`src/rtl/fetch_queue.sv`:
```
// Dual-issue instruction fetch queue between imem and dec.
// Circular FIFO of {ins, pc} entries. Accepts 0-2 instructions per cycle and
// presents the two oldest entries, in program order, as the i1/i2 pair.
// A redirect (flush) discards every entry.
module fetch_queue #(
  parameter int unsigned DEPTH = 8,
  parameter int unsigned AW    = 3
) (
  input  logic          clk,
  input  logic          rs_n,
  input  logic          flush,
  input  logic [1:0]    in_valid,
  input  logic [31:0]   in_ins1,
  input  logic [31:0]   in_ins2,
  input  logic [31:0]   in_pc,
  output logic          in_ready,
  output logic [1:0]    out_valid,
  output logic [31:0]   out_ins1,
  output logic [31:0]   out_ins2,
  output logic [31:0]   out_pc1,
  output logic [31:0]   out_pc2,
  input  logic          out_ready,
  output logic [AW:0]   count
);

  localparam int unsigned CW = AW + 1;
  // Highest occupancy at which a full pair still fits.
  localparam logic [AW:0] ReadyMax = CW'(DEPTH - 2);

  logic [31:0]   mem_ins [DEPTH];
  logic [31:0]   mem_pc  [DEPTH];

  logic [AW-1:0] wr_ptr;
  logic [AW-1:0] rd_ptr;
  logic [AW-1:0] wr_ptr_nxt1;
  logic [AW-1:0] rd_ptr_nxt1;
  logic [1:0]    push_n;
  logic [1:0]    pop_n;

  // Pair slots wrap naturally modulo DEPTH through the AW-bit pointers.
  assign wr_ptr_nxt1 = wr_ptr + AW'(1);
  assign rd_ptr_nxt1 = rd_ptr + AW'(1);

  // Status flags are derived from the registered count only.
  always_comb begin
    in_ready     = (count <= ReadyMax);
    out_valid[0] = (count != '0);
    out_valid[1] = (count >= CW'(2));
  end

  // Number of entries written and consumed this cycle; flush cancels both.
  always_comb begin
    push_n = 2'd0;
    pop_n  = 2'd0;
    if (in_ready && !flush) begin
      case (in_valid)
        2'b01:   push_n = 2'd1;
        2'b11:   push_n = 2'd2;
        default: push_n = 2'd0;  // 2'b10 is illegal and ignored
      endcase
    end
    if (out_ready && !flush) begin
      case (out_valid)
        2'b01:   pop_n = 2'd1;
        2'b11:   pop_n = 2'd2;
        default: pop_n = 2'd0;
      endcase
    end
  end

  // Entry storage; contents need no reset since count gates visibility.
  always_ff @(posedge clk) begin
    if (push_n != 2'd0) begin
      mem_ins[wr_ptr] <= in_ins1;
      mem_pc[wr_ptr]  <= in_pc;
    end
    if (push_n == 2'd2) begin
      mem_ins[wr_ptr_nxt1] <= in_ins2;
      mem_pc[wr_ptr_nxt1]  <= in_pc + 32'd4;
    end
  end

  // Pointer and occupancy state; flush outranks any push or pop.
  always_ff @(posedge clk or negedge rs_n) begin
    if (!rs_n) begin
      wr_ptr <= '0;
      rd_ptr <= '0;
      count  <= '0;
    end else if (flush) begin
      wr_ptr <= '0;
      rd_ptr <= '0;
      count  <= '0;
    end else begin
      wr_ptr <= wr_ptr + AW'(push_n);
      rd_ptr <= rd_ptr + AW'(pop_n);
      count  <= count + CW'(push_n) - CW'(pop_n);
    end
  end

  // Invalid output slots drive zero so dec sees a nop.
  always_comb begin
    out_ins1 = out_valid[0] ? mem_ins[rd_ptr]      : 32'b0;
    out_pc1  = out_valid[0] ? mem_pc[rd_ptr]       : 32'b0;
    out_ins2 = out_valid[1] ? mem_ins[rd_ptr_nxt1] : 32'b0;
    out_pc2  = out_valid[1] ? mem_pc[rd_ptr_nxt1]  : 32'b0;
  end

endmodule

```
`config.mk`:
```
export PLATFORM = sky130hd
export DESIGN_NAME = fetch_queue
export DESIGN_NICKNAME = d
export VERILOG_FILES = /design/src/rtl/fetch_queue.sv
export SDC_FILE = /design/constraint.sdc
export NUM_CORES = 1
export LEC_CHECK = 0
export CORE_UTILIZATION = 30
export CTS_CLUSTER_DIAMETER = 30
export DETAILED_ROUTE_END_ITERATION = 6
export HOLD_SLACK_MARGIN = 0.02
export PLACE_DENSITY = 0.51
export SETUP_SLACK_MARGIN = 0.15
export SYNTH_ARGS = -nofsm -noshare
export SYNTH_HDL_FRONTEND = slang
export SYNTH_SLANG_ARGS = --single-unit
```
`constraint.sdc`:
```
create_clock -name clk -period 16.2 [get_ports clk]
set_input_delay 4.05 -clock clk [delete_from_list [all_inputs] [get_ports clk]]
set_output_delay 4.05 -clock clk [all_outputs]
set_load 0.005 [all_outputs]
```
# After elaboration in Yosys (flattened, before gate mapping)
# Memory sizes are Yosys's and may differ from the RTL's.
# Cells that the tools add are included.
# W data, S select, Z words.
# totals
regBits	10
ram_bits	512
in_bits	102
out_inout_bits	135
wordCells	39
n_memories	2
# classes
add_sub_neg	7
n_lt_le_gt_ge	2
eq_ne	5
mux	15
n_reduce_logical	5
# memory_table
memory	depth	word_bits	rd	rd_ports_with_merged_regs	write_ports	line	source
mem_ins	8	32	2	0	2	30	logic [31:0] mem_ins [DEPTH];
mem_pc	8	32	2	0	2	31	logic [31:0] mem_pc [DEPTH];
# op_table
operator	n
$mux W32	4
$add A32 B3 Y32 const B	1
$pmux W2 S2	2
$add A3 B1 Y3 const B	2
$add A3 B2 Y3	2
$eq A2 B2 Y1 const B	3
$mux W3	2
$add A4 B2 Y4	1
$eq A2 B1 Y1 const B	2
$ge A4 B2 Y1 const B	1
$le A4 B3 Y1 const B	1
$mux W1	4
$mux W2	2
$mux W4	1
$reduce_bool A4 Y1	1
$sub A4 B2 Y4	1
$logic_and A1 B1 Y1	2
$reduce_bool A2 Y1	1
$logic_not A1 Y1	1

# Longest topological paths before layout
# Gate-level depths: netlist (run 1).
# depth
ltp_word	6
ltp_mapped	14
ltp_nobuf	14

# Least setup slack after synthesis (run 1)
# OpenSTA, ideal clock, no wires.
# synth_timing
path_kind	input to register
startpoint	in flush
endpoint	mem mem_ins[0][0] (enable)
setup_ps	661
t_arrival_ps	10776
t_required_ps	15539
setup_slack_ps	4764
stages	2
path_buffers	0
cell_sequence	nand3b_1 o41ai_1
# synth_lines
element	line	source
from (decl)	11	input logic flush,
to (decl)	30	

# Worst setup path in the final report (run 1)
# layout_timing
startpoint	reg rd_ptr[0]
endpoint	out out_ins2[0]
# layout_via
elab_chain_len	3
# layout_rtl
element	line	source
from (decl)	34	logic [AW-1:0] rd_ptr;
from (signal assigned)	95	rd_ptr <= rd_ptr + AW'(pop_n);
$add A3 B1 Y3	42	assign rd_ptr_nxt1 = rd_ptr + AW'(1);
$mem_v2 Z8 W32	--	
$mux W32	104	out_ins2 = out_valid[1] ? mem_ins[rd_ptr_nxt1] : 32'b0;
to (decl)	19	output logic [31:0] out_ins2,
# Every way passes these cells.

==> results of run 1 <==
## final timing paths
check	depth (start not counted)	startpoint	slack [ns]	endpoint
max	6	rd_ptr[0]	7.49	out_ins2[0]
min	2	count[0]	0.77	count[0]
max reg2reg	7	count[2]	11.97	mem_pc[4][30]
min reg2reg	2	count[0]	0.77	count[0]
max in group asynchronous	1	rs_n	12.01	rd_ptr[0]
min in group asynchronous	1	rs_n	3.71	count[0]
## metal layers
| metal | routed length, um | track usage | up-vias |
|---|---|---|---|
| met4 | 2970 | 0.0736 | 20 |
| li1 | - | - | 10100 |
| met3 | 7640 | 0.0419 | 203 |
| met1 | 47900 | 0.281 | 11400 |
| met2 | 52900 | 0.337 | 906 |
| met5 | 112 | 0 | - |
## worst min-delay path, stage by stage (launching register included)
cell and delay, ns:
dfrtp_1 0.46, ha_1 0.17, nor2b_1 0.11
## logic make-up (layout without fill, tap and decap cells)
logic type      Yosys count  in the layout  share of synthesized area
simple gates           1320           1320                      0.168
other cells               0              2                          0
fa+ha+maj                15             15                    0.00696
flops                   522            522                      0.500
mux                     320            320                      0.205
xor+xnor                240            240                     0.0675
compound gates           75             75                     0.0127
buf+inv                 290            549                     0.0402
## sequential cells by signal, indices dropped and copies added (netlist names)
name     flops
count        4
mem_ins    256
mem_pc     256
rd_ptr       3
wr_ptr       3
## power groups by stage
stage / sequential [mW] / clock [mW] / combinational [mW]
6_report: 1.58 / 2.69 / 1.19
5_1_grt: 1.59 / 2.79 / 1.27
4_1_cts: 1.58 / 2.72 / 1.21
3_5_place_dp: 1.60 / 0 / 1.20
3_3_place_gp: 1.60 / 0 / 1.20
2_1_floorplan: 1.59 / 0 / 0.600
## per-stage QoR
step / power [mW] / setup slack (ns) / utilization / instance area, um2 / hold WS [ns]
6_report: 5.45 / 7.49 / 0.381 / 39400 / 0.774
5_1_grt: 5.64 / 7.28 / 0.381 / 39400 / 0.831
3_3_place_gp: 2.80 / 8.16 / 0.337 / 34800 / 0.777
2_1_floorplan: 2.19 / 4.76 / - / 31300 / 0.612
4_1_cts: 5.51 / 7.36 / 0.381 / 39400 / 0.789
3_5_place_dp: 2.81 / 8.13 / 0.337 / 34800 / 0.777
## synthesized netlist by cell type (2+ instances only)
master / n / area share
ha_1: 11 / 0.0044
nor4_4: 2 / 0.0014
and3_1: 10 / 0.0020
and4_1: 5 / 0.0014
xnor2_1: 165 / 0.046
nand2_1: 1085 / 0.13
nor4_1: 7 / 0.0014
xor2_1: 74 / 0.021
a21oi_1: 65 / 0.010
nor3_2: 4 / 0.0013
or2_2: 2 / 0.00040
nand4_1: 17 / 0.0034
edfxtp_1: 512 / 0.49
o21ai_0: 3 / 0.00048
and2_1: 5 / 0.0010
o31ai_1: 4 / 0.00096
fa_1: 4 / 0.0026
inv_1: 16 / 0.0019
nor2_1: 147 / 0.018
buf_1: 11 / 0.0013
buf_2: 72 / 0.012
nor2b_1: 6 / 0.0012
mux4_2: 256 / 0.18
nand3_1: 14 / 0.0022
nor4_2: 3 / 0.0012
clkbuf_2: 30 / 0.0048
mux2i_1: 64 / 0.020
dfrtp_1: 10 / 0.0080
clkbuf_1: 150 / 0.018
buf_4: 9 / 0.0022
nor3_1: 4 / 0.00064
## area by class of cell
cell class / count / share of cell area
Sequential cell: 522 / 0.397
Timing Repair Buffer: 290 / 0.0709
Multi-Input combinational cell: 1970 / 0.371
Inverter: 17 / 0.00162
Antenna cell: 2 / 0.000127
Tap cell: 1380 / 0.0438
Clock buffer: 152 / 0.0879
Clock inverter: 90 / 0.0279
## cells in the final DEF, fill, tap and decap left out, types with 5 or more instances in the layout
cell type and n:
a21oi_1 65, and2_1 5, and3_1 10, and4_1 5
buf_4 52, bufinv_16 20, clkbuf_1 16, clkbuf_16 136
clkdlybuf4s50_1 236, clkinv_1 26, clkinv_2 21, clkinv_8 5
clkinvlp_4 9, dfrtp_1 7, edfxtp_1 512, ha_1 10
inv_1 16, mux2i_1 64, mux4_2 256, nand2_1 1079
nand2_2 6, nand3_1 12, nand4_1 17, nor2_1 142
nor2_4 5, nor2b_1 5, nor4_1 7, xnor2_1 164
xor2_1 73
==> results.md, run 1 <==
* Status: complete, no violations
* Largest fanout on the critical path at 52
* Final HPWL DP at between 60000 and 70000 um
* DIE HEIGHT at about 320 um
* NetSw at 1.50 mW
* Final WL at approximately 110000 um
* Yosys reg bits at 522
* Comb power frac at 0.218
* Reg power frac at 0.290
* P_leak at 13.6 nW
* Internal power at 3.96 mW
* CTS tree: built
* Post-route ant nets at 0
* Setup bufs post-CTS at 0
* Die footprint at about 0.11 mm2
* # DRC at 0
* Post-route insts no fill at 4423
* Slowest cell delay on critical path at 1.00 ns
* Slowest library cell on the worst path: dfrtp_4
* CP arrival at ~4.7 ns
* Largest net degree at the start of global routing at about 150
* Clock Sinks at 522
* Die span in x at 325 um
* Final setup viols at 0
* Worst setup EP type: output port
* CTS Root Cell: clkbuf_16
* Power Dens Cells at 138 mW/mm2
* Sequential element share of the synthesized area at 0.500
* Post_cts resized at 0
* Core ar. at 0.103 mm2
* RSZ-0062 raised after global routing: false
* Fin crit share at 0.538
* Drt wl/cell at around 25 um
* Peak supply drop at between 0.00009 and 0.0001 V
* Final slew viol count at 0
* Post-synthesis cell type count at 46
* # rows at between 100 and 150
* Crit-path cells: ha_4, buf_4, mux4_2, nand2_1, a21oi_1, clkdlybuf4s50_1
* Detailed-route vias per instance at 5.11
* Synth Cell Area at approximately 0.031 mm2
* Buf+Inv Stages, Crit Path at 2
* Clock slew at reported path FFs at around 0.04 ns
* Type of the tightest min-delay check: reg -> reg
* CTS Hold Bufs at 0
* Total Neg Setup Slack at 0 ns
* Routed vias at 22600
* Sequential Area at about 0.016 mm2
* Synth warn at 0
* Starting Density at 0.302
* Min Tclk post-route at about 8.7 ns
* Rel. slew slack at 0.222
* Fin nets at 3053
* Post-synth ARST share at 0.0192
* Clk network pwr share at 0.493
* Max H-tree Level at 4
* Congestion Overflow GR at 0
* Initial antenna violation count at 12
* DP Cell Count at ~4200
* Initial DRC Count at 1872
* Avg Cell Area, Syn at approximately 11 um2
* Total CTS buffers at between 100 and 150
* # port buffers at 236
* First-pass GRT wire length at around 160000 um
* Drt pass-1 iters at 5
* Vias in the first global route at between 20000 and 25000
* EDFF count, synth at approximately 510
* Final hold vios at 0
* Actual slew at the worst max-slew pin at approximately 1.2 ns
* Worst skew pair latency at 0.73 ns
* Setup CP Type: reg -> out
* Mapped Cells at between 2000 and 3000
* Layout cell share with drive strength beyond 1 at 0.182
* CP top delay family: buffers and inverters
* Type of origin of the critical path: flop
* Max Root-Sink Buffers at 3
* MaxCap Viol Count at 0
* Top-Level Pins at approximately 240
* FILL cells at between 9000 and 10000
* Worst path required time at around 12 ns
* Clock skew at approximately 0.033 ns
* Synthesis-to-layout area growth at 26.0%
* Area of the multi-input gates at between 0.01 and 0.015 mm2
* Routability cong. at 0.748
* Top_reg_cell synth: edfxtp_1
* Post-Syn Nets at about 2900
* Switch share at 0.274
* Total GRT Usage at 0.210
* FMAX at 115 MHz
Power figures use the tool's default switching activity.
==> run 2, diff against run 1 <==
Clock period 16.2 ns to 8.35 ns, I/O delays scaled along.
==> run 2 against run 1 <==
Against the previous run:
- combinational power is 95% higher
- sequential share of layout area up 0.071 points
- critical path depth did not move
- sequential power grew 94%
- register-to-register slack lost 7.3 ns
- flip-flop and latch count is the same
==> results.md, run 2 (synthesized netlist as in run 1, its figures left out) <==
* Status: complete, no violations
* Synthesis-to-layout area growth at 25.8%
* Initial DRC Count at 1960 (+4.7%)
* Type of origin of the critical path: flop
* Top-Level Pins at 237 (unchanged)
* Drt wl/cell at 24.8 um (-1.7%)
* Slowest cell delay on critical path at 1.05 ns (+0.05 ns)
* Path depth of the worst reg2reg path at 6 (-1)
* Final hold vios at 0 (unchanged)
* Min Tclk post-route at around 6.6 ns
* Worst path required time at 6.26 ns (-5.89 ns)
* Actual slew at the worst max-slew pin at 1.23 ns (+0.0584 ns)
* Post_cts resized at 0 (unchanged)
* Largest net degree at the start of global routing at 147 (+1.4%)
* Top flop regs: mem_ins x256, mem_pc x256, count x4
* Clock slew at reported path FFs at 0.04 ns (about the same)
* Slowest library cell on the worst path: dfrtp_4
* Core ar. at 0.103 mm2 (unchanged)
* Final Util at 0.380 (-0.000677)
* Die span in x at 325 um (unchanged)
* Final HPWL DP at 61900 um (+0.26%)
* Peak supply drop at 0.000161 V (+77%)
* Setup CP Type: reg -> out
* Commonest cells after routing, fill and taps aside: 1079 x nand2_1, 512 x edfxtp_1, 256 x mux4_2, 236 x clkdlybuf4s50_1, 164 x xnor2_1
* Drt pass-1 iters at 5 (unchanged)
* Final WL at 110000 um (-1.8%)
* Power Dens Cells at 266 mW/mm2 (+92%)
* Initial antenna violation count at 11 (-1)
* PnR worst setup slack at 1.74 ns (-5.75 ns)
* Detailed-route vias per instance at 5.11 (about the same)
* Total GRT Usage at 0.206 (-0.00368)
* Layout cell share with drive strength beyond 1 at 0.181 (-0.000748)
* Wire length on met3 at 7830 um (+2.5%)
* Crit-path cells: ha_4, buf_12, mux4_2, nand2_1, a21oi_1, clkdlybuf4s50_1
* MaxCap Viol Count at 0 (unchanged)
* P_leak at 13.6 nW (-0.26%)
* Vias in the first global route at 22800 (+0.22%)
* Largest fanout on the critical path at 50 (-3.8%)
* Met2 wire length at 50600 um (-4.5%)
* Final slew viol count at 0 (unchanged)
* Commonest non-fill, non-tap cell in the layout: nand2_1
* Starting Density at 0.302 (unchanged)
* Crit path depth at 6 (unchanged)
* Clock Sinks at 522 (unchanged)
* CTS tree: built
* Max Root-Sink Buffers at 3 (unchanged)
* Post-route ant nets at 0 (unchanged)
* RSZ-0062 raised after global routing: false
* Place WS at 2.42 ns (-5.71 ns)
* CTS Hold Bufs at 0 (unchanged)
* FMAX at 151 MHz
* # port buffers at 236 (unchanged)
* Congestion Overflow GR at 0 (unchanged)
* Final setup viols at 0 (unchanged)
* CP top delay family: flip-flops
* Die footprint at 0.106 mm2 (unchanged)
* Fin crit share at 0.792
* First-pass GRT wire length at 157000 um (-1.6%)
* # rows at 118 (unchanged)
* Worst skew pair latency at 0.73 ns (about the same)
* Rel. slew slack at 0.179 (-0.0434)
* Metal-1 WL at 47300 um (-1.3%)
* Worst setup EP type: output port
* # DRC at 0 (unchanged)
* WHS Path Cells at 4 (+2)
* Setup bufs post-CTS at 0 (unchanged)
* Routability cong. at 0.753 (+0.57%)
* Type of the tightest min-delay check: reg -> reg
* Buf+Inv Stages, Crit Path at 2 (unchanged)
* Total Neg Setup Slack at 0 ns (unchanged)
* Clock skew at 0.0304 ns (-0.00278 ns)
* Max H-tree Level at 4 (unchanged)
* DIE HEIGHT at 325 um (unchanged)
* CTS Root Cell: clkbuf_16
* Max Used Layer: met5
* Routed vias at 22600 (-0.066%)
* CP arrival at 4.52 ns (-0.14 ns)
* Total CTS buffers at 134 (-0.74%)
* Fin nets at 3052 (-0.033%)
[run 2: cell count changes in the layout (fill, tap and decap cells not counted), moves of 4 or more]
| cell | delta |
|---|---|
| clkbuf_1 | +5 |
| buf_4 | -5 |
| buf_12 | +5 |
| bufinv_16 | -4 |
| clkinv_1 | -6 |
[run 2: layer usage]
metal	global-route usage	up-vias
met5	0	-
met4	0.0817	18
met3	0.0480	232
met2	0.322	907
met1	0.276	11300
li1	-	10100
[run 2: area by class of cell]
type                            count  area, um2
Antenna cell                        2       5.00
Clock buffer                      156       3460
Clock inverter                     82        963
Fill cell                        9826      64200
Inverter                           17       63.8
Multi-Input combinational cell   1970      14600
Sequential cell                   522      15600
Tap cell                         1380       1730
Timing Repair Buffer              290       2860
[run 2: path summary, 6_finish.rpt]
path                                 from      endpoint  slack, ns
worst min register to register   count[3]      count[3]       0.78
min in group asynchronous            rs_n     wr_ptr[0]       1.79
worst min-delay path             count[3]      count[3]       0.78
worst max-delay path            rd_ptr[1]   out_ins2[1]       1.74
max in group asynchronous            rs_n     rd_ptr[0]       6.04
worst max register to register  wr_ptr[0]  mem_pc[4][9]       4.68
[run 2: power by group]
group,internal (mW),switching (mW)
logic,1.11,1.21
clock network,3.44,1.62
registers,3.00,0.0785
[run 2: worst register-to-register path, stage by stage (launching register included)]
cell and delay (ns):
dfrtp_1 0.67, ha_1 0.52, nor2_1 0.52, nand2_2 0.15, o31ai_4 0.08, buf_4 0.54
buf_4 0.75
[run 2: per-stage QoR]
stage	hold WS [ns]	std cells	cell area (um2)	power [mW]
6_report	0.777	4419	39300	10.5
4_1_cts	0.789	4417	39300	10.6
2_1_floorplan	0.612	2782	31300	4.24
5_1_grt	0.833	4419	39300	10.8
3_3_place_gp	0.789	4179	34900	5.46
3_5_place_dp	0.772	4179	34900	5.46
